**src/rtl/pipeline_hazard_unit.sv**
```systemverilog
// Hazard unit for a 5-stage in-order pipeline: ALU operand forwarding selects,
// load-use stall/bubble generation and a saturating stall counter.
module pipeline_hazard_unit #(
    parameter int unsigned CNT_W = 16
) (
    input  logic             clk,
    input  logic             rst,
    input  logic             id_valid,
    input  logic [4:0]       id_rs1,
    input  logic [4:0]       id_rs2,
    input  logic             id_uses_rs1,
    input  logic             id_uses_rs2,
    input  logic [4:0]       id_rd,
    input  logic             id_regwrite,
    input  logic             id_memread,
    input  logic             flush,
    output logic [1:0]       forward_rs1,
    output logic [1:0]       forward_rs2,
    output logic             stall,
    output logic             bubble,
    output logic [CNT_W-1:0] stall_count
);

    logic       ex_valid_q, ex_valid_d;
    logic [4:0] ex_rs1_q, ex_rs1_d;
    logic [4:0] ex_rs2_q, ex_rs2_d;
    logic       ex_uses1_q, ex_uses1_d;
    logic       ex_uses2_q, ex_uses2_d;
    logic [4:0] ex_rd_q, ex_rd_d;
    logic       ex_regwrite_q, ex_regwrite_d;
    logic       ex_memread_q, ex_memread_d;

    logic       mem_valid_q, mem_valid_d;
    logic [4:0] mem_rd_q, mem_rd_d;
    logic       mem_regwrite_q, mem_regwrite_d;
    logic       mem_memread_q, mem_memread_d;

    logic       wb_valid_q, wb_valid_d;
    logic [4:0] wb_rd_q, wb_rd_d;
    logic       wb_regwrite_q, wb_regwrite_d;

    logic [CNT_W-1:0] stall_count_q, stall_count_d;

    logic mem_writes, wb_writes, ex_load_writes, hazard;

    always_comb begin
        // x0 is hardwired to zero, so a stage targeting it never produces a value.
        mem_writes     = mem_valid_q && mem_regwrite_q && (mem_rd_q != 5'd0);
        wb_writes      = wb_valid_q && wb_regwrite_q && (wb_rd_q != 5'd0);
        ex_load_writes = ex_valid_q && ex_regwrite_q && ex_memread_q && (ex_rd_q != 5'd0);

        forward_rs1 = 2'b00;
        if (ex_uses1_q && mem_writes && !mem_memread_q && (mem_rd_q == ex_rs1_q)) begin
            forward_rs1 = 2'b01;
        end else if (ex_uses1_q && wb_writes && (wb_rd_q == ex_rs1_q)) begin
            forward_rs1 = 2'b10;
        end

        forward_rs2 = 2'b00;
        if (ex_uses2_q && mem_writes && !mem_memread_q && (mem_rd_q == ex_rs2_q)) begin
            forward_rs2 = 2'b01;
        end else if (ex_uses2_q && wb_writes && (wb_rd_q == ex_rs2_q)) begin
            forward_rs2 = 2'b10;
        end

        // WB is not checked: the register file writes before it reads.
        hazard = id_valid && ex_load_writes &&
                 ((id_uses_rs1 && (id_rs1 == ex_rd_q)) || (id_uses_rs2 && (id_rs2 == ex_rd_q)));

        stall  = hazard && !flush;
        bubble = stall || flush;
    end

    always_comb begin
        ex_valid_d    = id_valid;
        ex_rs1_d      = id_rs1;
        ex_rs2_d      = id_rs2;
        ex_uses1_d    = id_uses_rs1;
        ex_uses2_d    = id_uses_rs2;
        ex_rd_d       = id_rd;
        ex_regwrite_d = id_regwrite;
        ex_memread_d  = id_memread;
        if (bubble) begin
            // A bubble must neither produce nor consume a forwarded value.
            ex_valid_d    = 1'b0;
            ex_uses1_d    = 1'b0;
            ex_uses2_d    = 1'b0;
            ex_regwrite_d = 1'b0;
            ex_memread_d  = 1'b0;
        end

        mem_valid_d    = ex_valid_q;
        mem_rd_d       = ex_rd_q;
        mem_regwrite_d = ex_regwrite_q;
        mem_memread_d  = ex_memread_q;

        wb_valid_d    = mem_valid_q;
        wb_rd_d       = mem_rd_q;
        wb_regwrite_d = mem_regwrite_q;

        stall_count_d = stall_count_q;
        if (stall && (stall_count_q != {CNT_W{1'b1}})) begin
            stall_count_d = stall_count_q + CNT_W'(1);
        end
    end

    always_ff @(posedge clk or posedge rst) begin
        if (rst) begin
            ex_valid_q     <= 1'b0;
            ex_rs1_q       <= 5'd0;
            ex_rs2_q       <= 5'd0;
            ex_uses1_q     <= 1'b0;
            ex_uses2_q     <= 1'b0;
            ex_rd_q        <= 5'd0;
            ex_regwrite_q  <= 1'b0;
            ex_memread_q   <= 1'b0;
            mem_valid_q    <= 1'b0;
            mem_rd_q       <= 5'd0;
            mem_regwrite_q <= 1'b0;
            mem_memread_q  <= 1'b0;
            wb_valid_q     <= 1'b0;
            wb_rd_q        <= 5'd0;
            wb_regwrite_q  <= 1'b0;
            stall_count_q  <= '0;
        end else begin
            ex_valid_q     <= ex_valid_d;
            ex_rs1_q       <= ex_rs1_d;
            ex_rs2_q       <= ex_rs2_d;
            ex_uses1_q     <= ex_uses1_d;
            ex_uses2_q     <= ex_uses2_d;
            ex_rd_q        <= ex_rd_d;
            ex_regwrite_q  <= ex_regwrite_d;
            ex_memread_q   <= ex_memread_d;
            mem_valid_q    <= mem_valid_d;
            mem_rd_q       <= mem_rd_d;
            mem_regwrite_q <= mem_regwrite_d;
            mem_memread_q  <= mem_memread_d;
            wb_valid_q     <= wb_valid_d;
            wb_rd_q        <= wb_rd_d;
            wb_regwrite_q  <= wb_regwrite_d;
            stall_count_q  <= stall_count_d;
        end
    end

    assign stall_count = stall_count_q;

endmodule
```
**config.mk**
```make
export PLATFORM = sky130hd
export DESIGN_NAME = pipeline_hazard_unit
export DESIGN_NICKNAME = d
export VERILOG_FILES = /design/src/rtl/pipeline_hazard_unit.sv
export SDC_FILE = /design/constraint.sdc
export NUM_CORES = 1
export LEC_CHECK = 0
export CORE_MARGIN = 4
export CORE_UTILIZATION = 25
export CTS_CLUSTER_DIAMETER = 120
export CTS_CLUSTER_SIZE = 10
export DETAILED_ROUTE_END_ITERATION = 8
export PLACE_DENSITY_LB_ADDON = 0.2
export SYNTH_ARGS = -nofsm -noshare
export SYNTH_HDL_FRONTEND = slang
export SYNTH_SLANG_ARGS = --single-unit
```
**constraint.sdc**
```tcl
create_clock -name clk -period 1.7 [get_ports clk]
set_input_delay 0.34 -clock clk [delete_from_list [all_inputs] [get_ports clk]]
set_output_delay 0.34 -clock clk [all_outputs]
set_load 0.02 [all_outputs]
```
Yosys cells after proc, flatten, opt, wreduce, memory -nomap -nowiden
Index checks and enable logic that the tools add are counted.
- bits in registers: 51
- input port bits: 23
- output and inout bits: 22
- word-level logic and storage cells: 63
- $add $sub $neg: 1
- equal/unequal tests: 7
- mux-type cells: 9
- reduce and logical (&&, ||, !) cells: 30
- operators by type and width (operator ; number):
    5-bit == test ; 6
    1-bit logical AND ; 23
    16-bit by 1-bit adder with 16-bit output, second input constant ; 1
    16-bit inequality test, second input constant ; 1
    5-bit nonzero test ; 3
    2-bit 2-to-1 mux ; 4
    1-bit 2-to-1 mux ; 5
    1-bit zero test ; 2
    1-bit logical OR ; 2

Depth between registers and ports, before layout
Gate-level depths: netlist of the first run.
- depth in word-level cells: 8
- mapped depth: 7
- mapped depth without buffers: 6

Least setup slack after synthesis of the first run
Ideal clock, no wire load.
- path kind: flip-flop to output port
- start: register mem_rd_q[1]
- end: output forward_rs1[1]
- data arrival time: 1785 ps
- required time: 1360 ps
- slack: -425 ps
- cell stages (with the launch flop): 5
- path buffers: 0
- cell sequence: dfrtp_1 > or4_1 > o21ai_0 > nor2_1 > nor3_1
- longest elaborated chain between the ends: 6
- elaborated cells between the ends (all ways): 7
- classes of those cells: 1 x eq/ne; 1 x mux; 5 x reduce/logical
- RTL lines (element ; RTL line ; source):
    start: declaration ; 34 ; logic [4:0] mem_rd_q, mem_rd_d;
    start signal: assignment ; 135 ; mem_rd_q <= mem_rd_d;
    5-bit nonzero test ; 48 ; mem_writes = mem_valid_q && mem_regwrite_q && (mem_rd_q != 5'd0);
    1-bit logical AND ; 48 ;
    1-bit logical AND (2 in a row) ; 53 ; if (ex_uses1_q && mem_writes && !mem_memread_q && (mem_rd_q == ex_rs1_q)) begin
    1-bit logical AND (*) ; 53 ;
    2-bit 2-to-1 mux (*) ; 53 ;
    end: declaration ; 17 ; output logic [1:0] forward_rs1,
Mark *: on every way between the ends. The rest lies on a longest branch, timed or not.

Worst setup path in the final report of the first run
- start: register mem_rd_q[2]
- end: output forward_rs1[1]
Same word-level chain as after synthesis.

==> metrics, run 1 <==
via/cell ratio=approximately 4.4; grt met3 use=under 10%; H-Tree Depth=2; Worst Hold Launch=id_rs1[2]; max incr delay on CP=approximately 570 ps; cell area after synthesis=approximately 0.0022 mm^2; Net Count, Synth=between 200 and 250; Final Skew=approximately 7.4 ps; post-synth cell types=36; total number of vias=between 1500 and 2000; max cap viols=0; area fraction of the dominant cell type after synthesis=between 50 and 60%; measured slew at the worst slew-check pin=roughly 310 ps; yosys synthesis warning count=0; worst r2r src=stall_count[1]; CTS Buf Count=5; Pwr Density=between 600 and 700 mW/mm^2; largest net degree at the start of global routing=roughly 40; fin. max-slew vios=0; hold slack=210 ps; die height=~100 um; min Tclk post-route=between 2000 and 2500 ps; cell taking the most area after synthesis=dfrtp_1; routing usage on met2=around 20%; Worst Hold Class=in -> reg; Final Setup Violations=11; leading cell types by total area after synthesis=dfrtp_1 (58%), xnor2_1 (11%), xor2_1 (6.3%), nand4_1 (4.5%), nand3_1 (1.8%); Final Hold Fails=0; CTS Root Cell=clkbuf_8; Worst Setup Start Kind=flop; met1 Resource Use GR=14.3%; CTS tree=built; Cells after Synth=approximately 180; Final Net Count=just under 300; die area=~0.010 mm^2; number of I/O port buffers=44; Worst path slowest cell=or4_4; final period utilization=126%; GR Util All Layers=11.6%; Hold Crit Depth=1; Req. time, crit path=about 1400 ps; I/O pin count=45; DR WL/cell=14.6 um; ys flop type=dfrtp_1; EDFF count, synth=0; fmax=roughly 470 MHz; global route total overflow=0; worst r2r path cells=7; Slew headroom=between 70% and 80%; worst setup margin=-449 ps; Crit Path Class=reg -> out; Pre-Repair DR Iteration Count=4; cells along the critical path=or4_4 -> o21ai_4 -> nor2_4 -> nor3_4 -> buf_6; Worst setup EP type=primary output; mean post-synth cell area=12.2 um^2; RSZ-0062 raised after global routing=true; status=finished, violations left; RePlAce Congestion=roughly 0.75; Clock Tree Buf Depth=2; layout cells sized above 1=37.5%; initial DRC count=36; initial antenna violation count=0; Async SR Flop Fraction=100%; Worst VDD drop=~490 uV; Initial Util=approximately a quarter; Seq cells post-synth=51; clock slew at reported path FFs=roughly 100 ps; violated checks=setup timing; clock sinks=a little over 50; vias in the first global route=1871; CORE AREA=just under 0.009 mm^2; Site Rows=34; WP data arrival=1810 ps; Antenna Cells=0; Die X-Extent=102 um; detailed placer's ending HPWL=~4100 um; busiest grt layer=met2; DRC violations left=0; Worst Setup SP=mem_rd_q[2]; setup_tns=-2480 ps; worst-skew pair later-pin latency=roughly 300 ps; LEAKAGE=between 1.5 and 2 nW; worst-path fanout max=3; register area share after synthesis=between 50 and 60%; DRT Wirelength=between 5000 and 6000 um; antenna-violating nets left=0; first-pass GRT wire length=roughly 9000 um; area grow syn2layout=57.6%
Yosys cell counts (2+ instances only):
cell,count
clkbuf_1,3
dfrtp_1,51
nor3_1,3
nand3_1,8
xnor2_1,28
or4_1,2
and4_4,2
nor4_1,4
nand4_1,16
and2_1,3
inv_1,3
and3_1,4
xor2_1,16
nand2_1,5
nor2_1,8
nor3b_1,5
per-stage QoR:
stage / instance area, um^2 / setup WS, ps / std cells / power, mW / utilization (%)
2_1_floorplan: 2280 / -84.6 / 181 / 1.41 / -
6_report: 3480 / -449 / 383 / 2.41 / 40.1
3_5_place_dp: 3130 / -952 / 367 / 1.55 / 36.1
4_1_cts: 3390 / -476 / 382 / 2.43 / 39.0
5_1_grt: 3480 / -512 / 383 / 2.52 / 40.1
3_3_place_gp: 3130 / -934 / 367 / 1.55 / 36.1
registers in the layout (all words and copies together) (netlist names):
name	flops
ex_valid_q	1
mem_valid_q	1
ex_uses2_q	1
wb_valid_q	1
ex_rd_q	5
stall_count	16
mem_rd_q	5
ex_uses1_q	1
ex_regwrite_q	1
wb_regwrite_q	1
mem_regwrite_q	1
ex_rs2_q	5
wb_rd_q	5
mem_memread_q	1
ex_rs1_q	5
ex_memread_q	1
layer usage:
layer	part of all wire [%]	routed length [um]
met4	1.2	69
met3	3.5	196
met2	53	2950
met1	42	2380
met5	0	0
layout make-up:
type | count | area [um^2]
multi-input combinational | 122 | 1100
clock buffer | 5 | 68.8
tap | 108 | 135
sequential | 51 | 1280
fill | 853 | 5190
clock inverter | 3 | 43.8
inverter | 3 | 11.3
timing repair buffer | 91 | 836
placed cells by master (no fill, tap or decap), types with 2 or more instances in the layout:
cell             count
and2_1               2
and3_1               3
and4_4               2
buf_4               36
buf_6               16
clkbuf_8             5
clkdlybuf4s50_1     16
dfrtp_1             45
dfrtp_2              6
dlygate4sd2_1       18
dlymetal6s2s_1       3
inv_1                2
mux2_4               2
nand2_1              5
nand3_1              6
nand3_2              2
nand4_1             16
nor2_1               5
nor2_4               2
nor3_4               3
nor3b_1              5
nor4_1               2
nor4_2               2
or4_4                2
xnor2_1             22
xnor2_2              6
xor2_1              16
worst max-delay path, delay by kind of cell (launching register included):
| kind | cells | cell delay, ps |
|---|---|---|
| and+or+nand+nor | 3 | 750 |
| DFF | 1 | 410 |
| AOI/OAI and AO/OA | 1 | 200 |
| buffers and inverters | 1 | 140 |
path summary, 6_finish.rpt:
path	to	slack, ps
setup / recovery	forward_rs1[1]	-450
hold reg to reg	wb_regwrite_q	380
setup reg to reg	stall_count[1]	-90
min in group asynchronous	stall_count[1]	290
hold / removal	ex_rs1_q[2]	210
max in group asynchronous	ex_rd_q[4]	910
kinds of logic after synthesis:
kind of cell,after synthesis,share of synthesized area [%]
flip-flops,51,57.8
XOR/XNOR,44,17.4
AO/OA/AOI/OAI,6,2.43
AND/OR/NAND/NOR,69,19.2
multiplexers,2,1.02
buffers and inverters,8,1.59
adder cells (fa/ha/maj),1,0.566
power by group:
| part | total, mW | internal, mW | leakage (nW) | switching, mW |
|---|---|---|---|---|
| logic | 0.267 | 0.150 | 0.860 | 0.117 |
| registers | 1.29 | 1.26 | 0.637 | 0.0392 |
| clock network | 0.850 | 0.439 | 0.0581 | 0.412 |
what timing repair did:
item / in CTS / in global routing
cloned: 1 / 0
buffers inserted: 8 / 3
pin swaps: 22 / 29
setup endpoints to repair: 32 / 23
gates resized for setup: 79 / 21
hold buffers: 0 / 0
No activity file was read; power rests on OpenSTA's default activity.
==> run 2, diff against run 1 <==
==> constraint.sdc (replaced) <==
create_clock -name clk -period 2.6 [get_ports clk]
set_input_delay 0.52 -clock clk [delete_from_list [all_inputs] [get_ports clk]]
set_output_delay 0.52 -clock clk [all_outputs]
set_load 0.02 [all_outputs]
==> run 2 against run 1 <==
Effect of this change: the flow now finishes without violations; critical path depth up 2; power fell by 37%; non-clock buffer count is 34 lower; sequential power decreased by 35%; utilization down 5.7 points; die area stayed put; combinational power down 48%; global-route usage decreased by 1.3 points; critical path type is now in -> out; largest power group unchanged; highest routed layer unchanged.
==> metrics, run 2 (synthesis results as in run 1) <==
DRC violations left=0 (unchanged); DP Area=0.00286 mm^2 (-8.5%); WP data arrival=1950 ps (+140 ps); via/cell ratio=4.37 (-1.0%); dpl cells=340 (-7.4%); Die X-Extent=102 um (unchanged); clock slew at reported path FFs=90 ps (about the same); RSZ-0062 raised after global routing=false; DR WL/cell=14.6 um (+0.28%); pre-CTS setup slack=-408 ps (+544 ps); measured slew at the worst slew-check pin=340 ps (+33.6 ps); RePlAce Congestion=0.782 (+3.9%); Antenna Cells=0 (unchanged); die height=102 um (unchanged); CTS Root Cell=clkbuf_8; worst r2r src=stall_count[0]; Worst Setup SP=id_rs2[3]; Final Skew=8.14 ps (+0.784 ps); fill count=907 (+6.3%); detailed placer's ending HPWL=3930 um (-4.8%); H-Tree Depth=2 (unchanged); fin. max-slew vios=0 (unchanged); antenna-violating nets left=0 (unchanged); Crit Path Class=in -> out; hold slack=379 ps (+169 ps); final period utilization=about 95%; cells along the critical path=clkdlybuf4s50_1 -> xnor2_2 -> nand4_1 -> o22ai_2 -> and2_4 -> nor2b_1 -> buf_2; CTS Buf Count=5 (unchanged); max incr delay on CP=530 ps (-40 ps); first-pass GRT wire length=8310 um (-10%); vias in the first global route=1669 (-11%); largest net degree at the start of global routing=38 (-7.3%); die area=0.0104 mm^2 (unchanged); top cell family by delay on the critical path=buffers and inverters; initial DRC count=22 (-39%); Worst path slowest cell=clkdlybuf4s50_1; Initial Util=25.5% (unchanged); GR Util All Layers=10.3% (-1.3 points); worst-path fanout max=3 (unchanged); number of flip-flops in the largest register=16 (unchanged); Worst Setup Start Kind=primary input; total number of vias=1522 (-10%); setup_tns=0 ps (+2480 ps); Req. time, crit path=2080 ps (+720 ps); max cap viols=0 (unchanged); Final Setup Violations=0 (-11); number of I/O port buffers=44 (unchanged); global route total overflow=0 (unchanged); layout cells sized above 1=17.1% (-20 points); worst setup margin=134 ps (+583 ps); status=finished clean; reg-to-reg slack, setup=560 ps (+650 ps); Layout Cells excl Fill=348 (-9.1%); CTS Hold Bufs=0 (unchanged); Worst setup EP type=primary output; most common cell after layout, fill and taps aside=dfrtp_1; Worst Hold Class=reg -> reg; Final Hold Fails=0 (unchanged); Slew headroom=77.1% (-2.3 points); area grow syn2layout=35.2%; I/O pin count=45 (unchanged); WP buf/inv=2 (+1); fmax=slightly above 400 MHz; initial antenna violation count=0 (unchanged); Worst Hold Launch=mem_valid_q; CORE AREA=0.00868 mm^2 (unchanged); min Tclk post-route=about 2500 ps; utilization after layout=34.4% (-5.7 points); worst-skew pair later-pin latency=300 ps (about the same); Worst VDD drop=275 uV (-44%); Clock Tree Buf Depth=2 (unchanged); Pre-Repair DR Iteration Count=4 (unchanged); LEAKAGE=1.21 nW (-22%); Pwr Density=507 mW/mm^2 (-27%); commonest non-fill, non-tap cells in the layout=dfrtp_1 (51), clkdlybuf4s50_1 (38), xnor2_1 (27); total power=1.52 mW (-37%); post-layout instance area=0.00299 mm^2 (-14%); DRT Wirelength=5100 um (-8.9%); multi-input logic area=925 um^2 (-16%); Sequential Area=0.00128 mm^2 (-0.59%); clock sinks=51 (unchanged); Final Net Count=264 (-11%); CTS tree=built; Site Rows=34 (unchanged)
[run 2: changes by cell type in the layout (fill, tap and decap cells not counted), moves of 5 or more]
cell	delta
dlygate4sd2_1	-17
dfrtp_2	-6
buf_4	-23
xnor2_2	-5
buf_6	-16
clkdlybuf4s50_1	+22
dfrtp_1	+6
xnor2_1	+5
[run 2: area by class of cell]
cell class | instances | area share (%)
multi-input cells | 122 | 31.0
clock inverters | 2 | 1.26
flip-flops and latches | 51 | 42.7
repair buffers | 57 | 17.8
well taps | 108 | 4.52
inverters | 3 | 0.377
clock buffers | 5 | 2.30
[run 2: power by group]
group	leakage [nW]	switching, mW	internal, mW
logic	0.517	0.0651	0.0752
registers	0.644	0.0235	0.820
clock network	0.0502	0.250	0.281
[run 2: layer usage]
layer	wire length [um]	global-route usage (%)	vias to the layer above	share of wire (%)
met2	2530	17.7	34	50
met1	2270	12.9	736	45
met5	0	0	-	0
met3	256	2.80	5	5.0
met4	38	2.72	0	0.75
li1	-	-	747	-
[run 2: timing repair]
action / 4_1_cts / 5_1_grt
buffers inserted: 0 / 1
resized for setup: 18 / 7
endpoints found under the setup margin: 6 / 4
pin swaps: 0 / 1
[run 2: path summary, 6_finish.rpt]
kind,to,depth (start not counted)
worst max-delay path,stall,7
worst min-delay path,wb_valid_q,0
worst max register to register,stall_count[8],7
worst min register to register,wb_valid_q,0
max in group asynchronous,stall_count[12],3
min in group asynchronous,wb_rd_q[1],2
[run 2: worst reg2reg max path, stage by stage, from the launching register on]
cell and delay, ps:
dfrtp_1 440, ha_1 250, and3_1 230, and4_4 220, a21oi_2 310, buf_4 210
nand4_1 120, xnor2_1 150
==> run 3, diff against run 2 <==
==> constraint.sdc (replaced) <==
create_clock -name clk -period 3 [get_ports clk]
set_input_delay 0.6 -clock clk [delete_from_list [all_inputs] [get_ports clk]]
set_output_delay 0.6 -clock clk [all_outputs]
set_load 0.02 [all_outputs]
==> run 3 against run 2 <==
Effect of this change: die area stayed put; power is 8.1% lower; via count is 1.1% lower; final area shrank 1.5%; critical path depth unchanged; worst hold slack improved by 1.0 ps; highest routed layer unchanged.
==> metrics, run 3 (synthesis results as in run 1) <==
status=finished clean; initial DRC count=45 (+100%); pre-CTS setup slack=-166 ps (+242 ps); area grow syn2layout=33.2%; max cap viols=0 (unchanged); fmax=~350 MHz; Worst Hold Path EP=wb_valid_q; measured slew at the worst slew-check pin=488 ps (+148 ps); RSZ-0062 raised after global routing=false; worst r2r path cells=6 (-1); first-pass GRT wire length=8220 um (-1.0%); Final Skew=8.30 ps (+0.165 ps); CTS Buf Count=5 (unchanged); via/cell ratio=4.39 (+0.39%); detailed placer's ending HPWL=3860 um (-1.7%); Worst Setup Start Kind=primary input; DRC violations left=0 (unchanged); Worst Hold Class=reg -> reg; Antenna Cells=0 (unchanged); met2 wire len=2450 um (-3.2%); CTS tree=built; commonest non-fill, non-tap cells in the layout=dfrtp_1 (51), clkdlybuf4s50_1 (40), xnor2_1 (28); min Tclk post-route=about 2800 ps; CTS Hold Bufs=0 (unchanged); RePlAce Congestion=0.721 (-7.8%); worst r2r src=stall_count[0]; DR WL/cell=14.8 um (+0.78%); antenna-violating nets left=0 (unchanged); Pwr Density=473 mW/mm^2 (-6.7%); met3 wire length=285 um (+11%); GR Util All Layers=10.2% (-0.14 points); Initial Util=25.5% (unchanged); Final Hold Fails=0 (unchanged); Clock Tree Buf Depth=2 (unchanged); Site Rows=34 (unchanged); initial antenna violation count=0 (unchanged); H-Tree Depth=2 (unchanged); post-layout instance area=0.00294 mm^2 (-1.5%); top sig layer=met4; number of flip-flops in the largest register=16 (unchanged); layout cells sized above 1=10.6% (-6.4 points); Final Net Count=258 (-2.3%); most common cell after layout, fill and taps aside=dfrtp_1; DRT Wirelength=5060 um (-0.67%); LEAKAGE=1.18 nW (-2.2%); reg-to-reg slack, setup=920 ps (+360 ps); DP Area=0.00281 mm^2 (-1.7%); Hold Crit Depth=0 (unchanged); Req. time, crit path=2400 ps (+320 ps); I/O pin count=45 (unchanged); vias in the first global route=1652 (-1.0%); Pre-Repair DR Iteration Count=4 (unchanged); utilization after layout=33.9% (-0.50 points); Worst VDD drop=273 uV (-0.98%); M1 WL=2310 um (+1.7%); Worst Hold Launch=mem_valid_q; final period utilization=between 90% and 100%; hold slack=380 ps (+1.02 ps); global route total overflow=0 (unchanged); worst-skew pair later-pin latency=300 ps (about the same); fill count=909 (+0.22%); worst setup margin=160 ps (+25.9 ps); CTS Root Cell=clkbuf_8; Slew headroom=67.4% (-9.7 points); die area=0.0104 mm^2 (unchanged); worst-path fanout max=3 (unchanged); total number of vias=1506 (-1.1%); Final Setup Violations=0 (unchanged); WP data arrival=2240 ps (+290 ps); fin. max-slew vios=0 (unchanged); number of I/O port buffers=44 (unchanged); clock slew at reported path FFs=90 ps (about the same); largest net degree at the start of global routing=24 (-37%); Worst setup EP type=primary output; Crit Path Class=in -> out; Die X-Extent=102 um (unchanged); die height=102 um (unchanged); clock sinks=51 (unchanged); reg-to-reg critical path endpoint=stall_count[1]; CORE AREA=0.00868 mm^2 (unchanged); total power=1.39 mW (-8.1%)
## run 3: changes by cell type in the layout (fill, tap and decap cells not counted), sizes merged
cell | previous run | this run
clkinvlp | 1 | 0
buf | 16 | 7
clkdlybuf4s50 | 38 | 40
bufinv | 1 | 2
dlygate4sd2 | 1 | 3
## run 3: final cells by class
class,count,area (um^2),share of cell area (%)
multi-input combinational,122,898,30.5
inverter,3,11.3,0.383
timing repair buffer,51,489,16.6
tap,108,135,4.59
clock buffer,6,72.6,2.47
sequential,51,1280,43.4
clock inverter,2,60.1,2.04
## run 3: metal layers
layer,track usage [%],vias up
li1,-,739
met1,13.6,733
met2,16.3,32
met3,3.14,2
met4,2.42,0
met5,0,-
## run 3: timing repair
item,CTS,global route
hold endpoints to repair,0,0
endpoints found under the setup margin,4,1
gates resized for setup,4,1
cloned,0,0
buffers inserted,0,0
## run 3: how the worst max path moves through the flow
stage | from | to | slack (ps) | cells past startpoint
2_1_floorplan | id_rs2[0] | stall | 610 | 6
4_1_cts | id_rs2[3] | stall | 100 | 7
6_report | id_rs2[0] | stall | 160 | 7
3_5_place_dp | id_rs2[3] | stall | -170 | 7
5_1_grt | id_rs2[0] | stall | 10 | 7
3_3_place_gp | id_rs2[3] | stall | -170 | 7
## run 3: per-stage QoR
stage          std cells  setup TNS [ps]
6_report             343               0
4_1_cts              343               0
3_5_place_dp         335            -285
3_3_place_gp         335            -290
2_1_floorplan        181               0
5_1_grt              343               0
## run 3: power breakdown
part / total [mW] / internal [mW] / switching (mW)
Sequential: 0.734 / 0.711 / 0.0230
Combinational: 0.108 / 0.0581 / 0.0497
Clock: 0.551 / 0.333 / 0.218
Total: 1.39 / 1.10 / 0.290
## run 3: critical path, cell delays in order
cell and delay, ps:
clkdlybuf4s50_1 530, xnor2_1 140, nand4_1 130, o22ai_2 200, and2_1 190, nor2b_1 140
clkdlybuf4s15_1 310
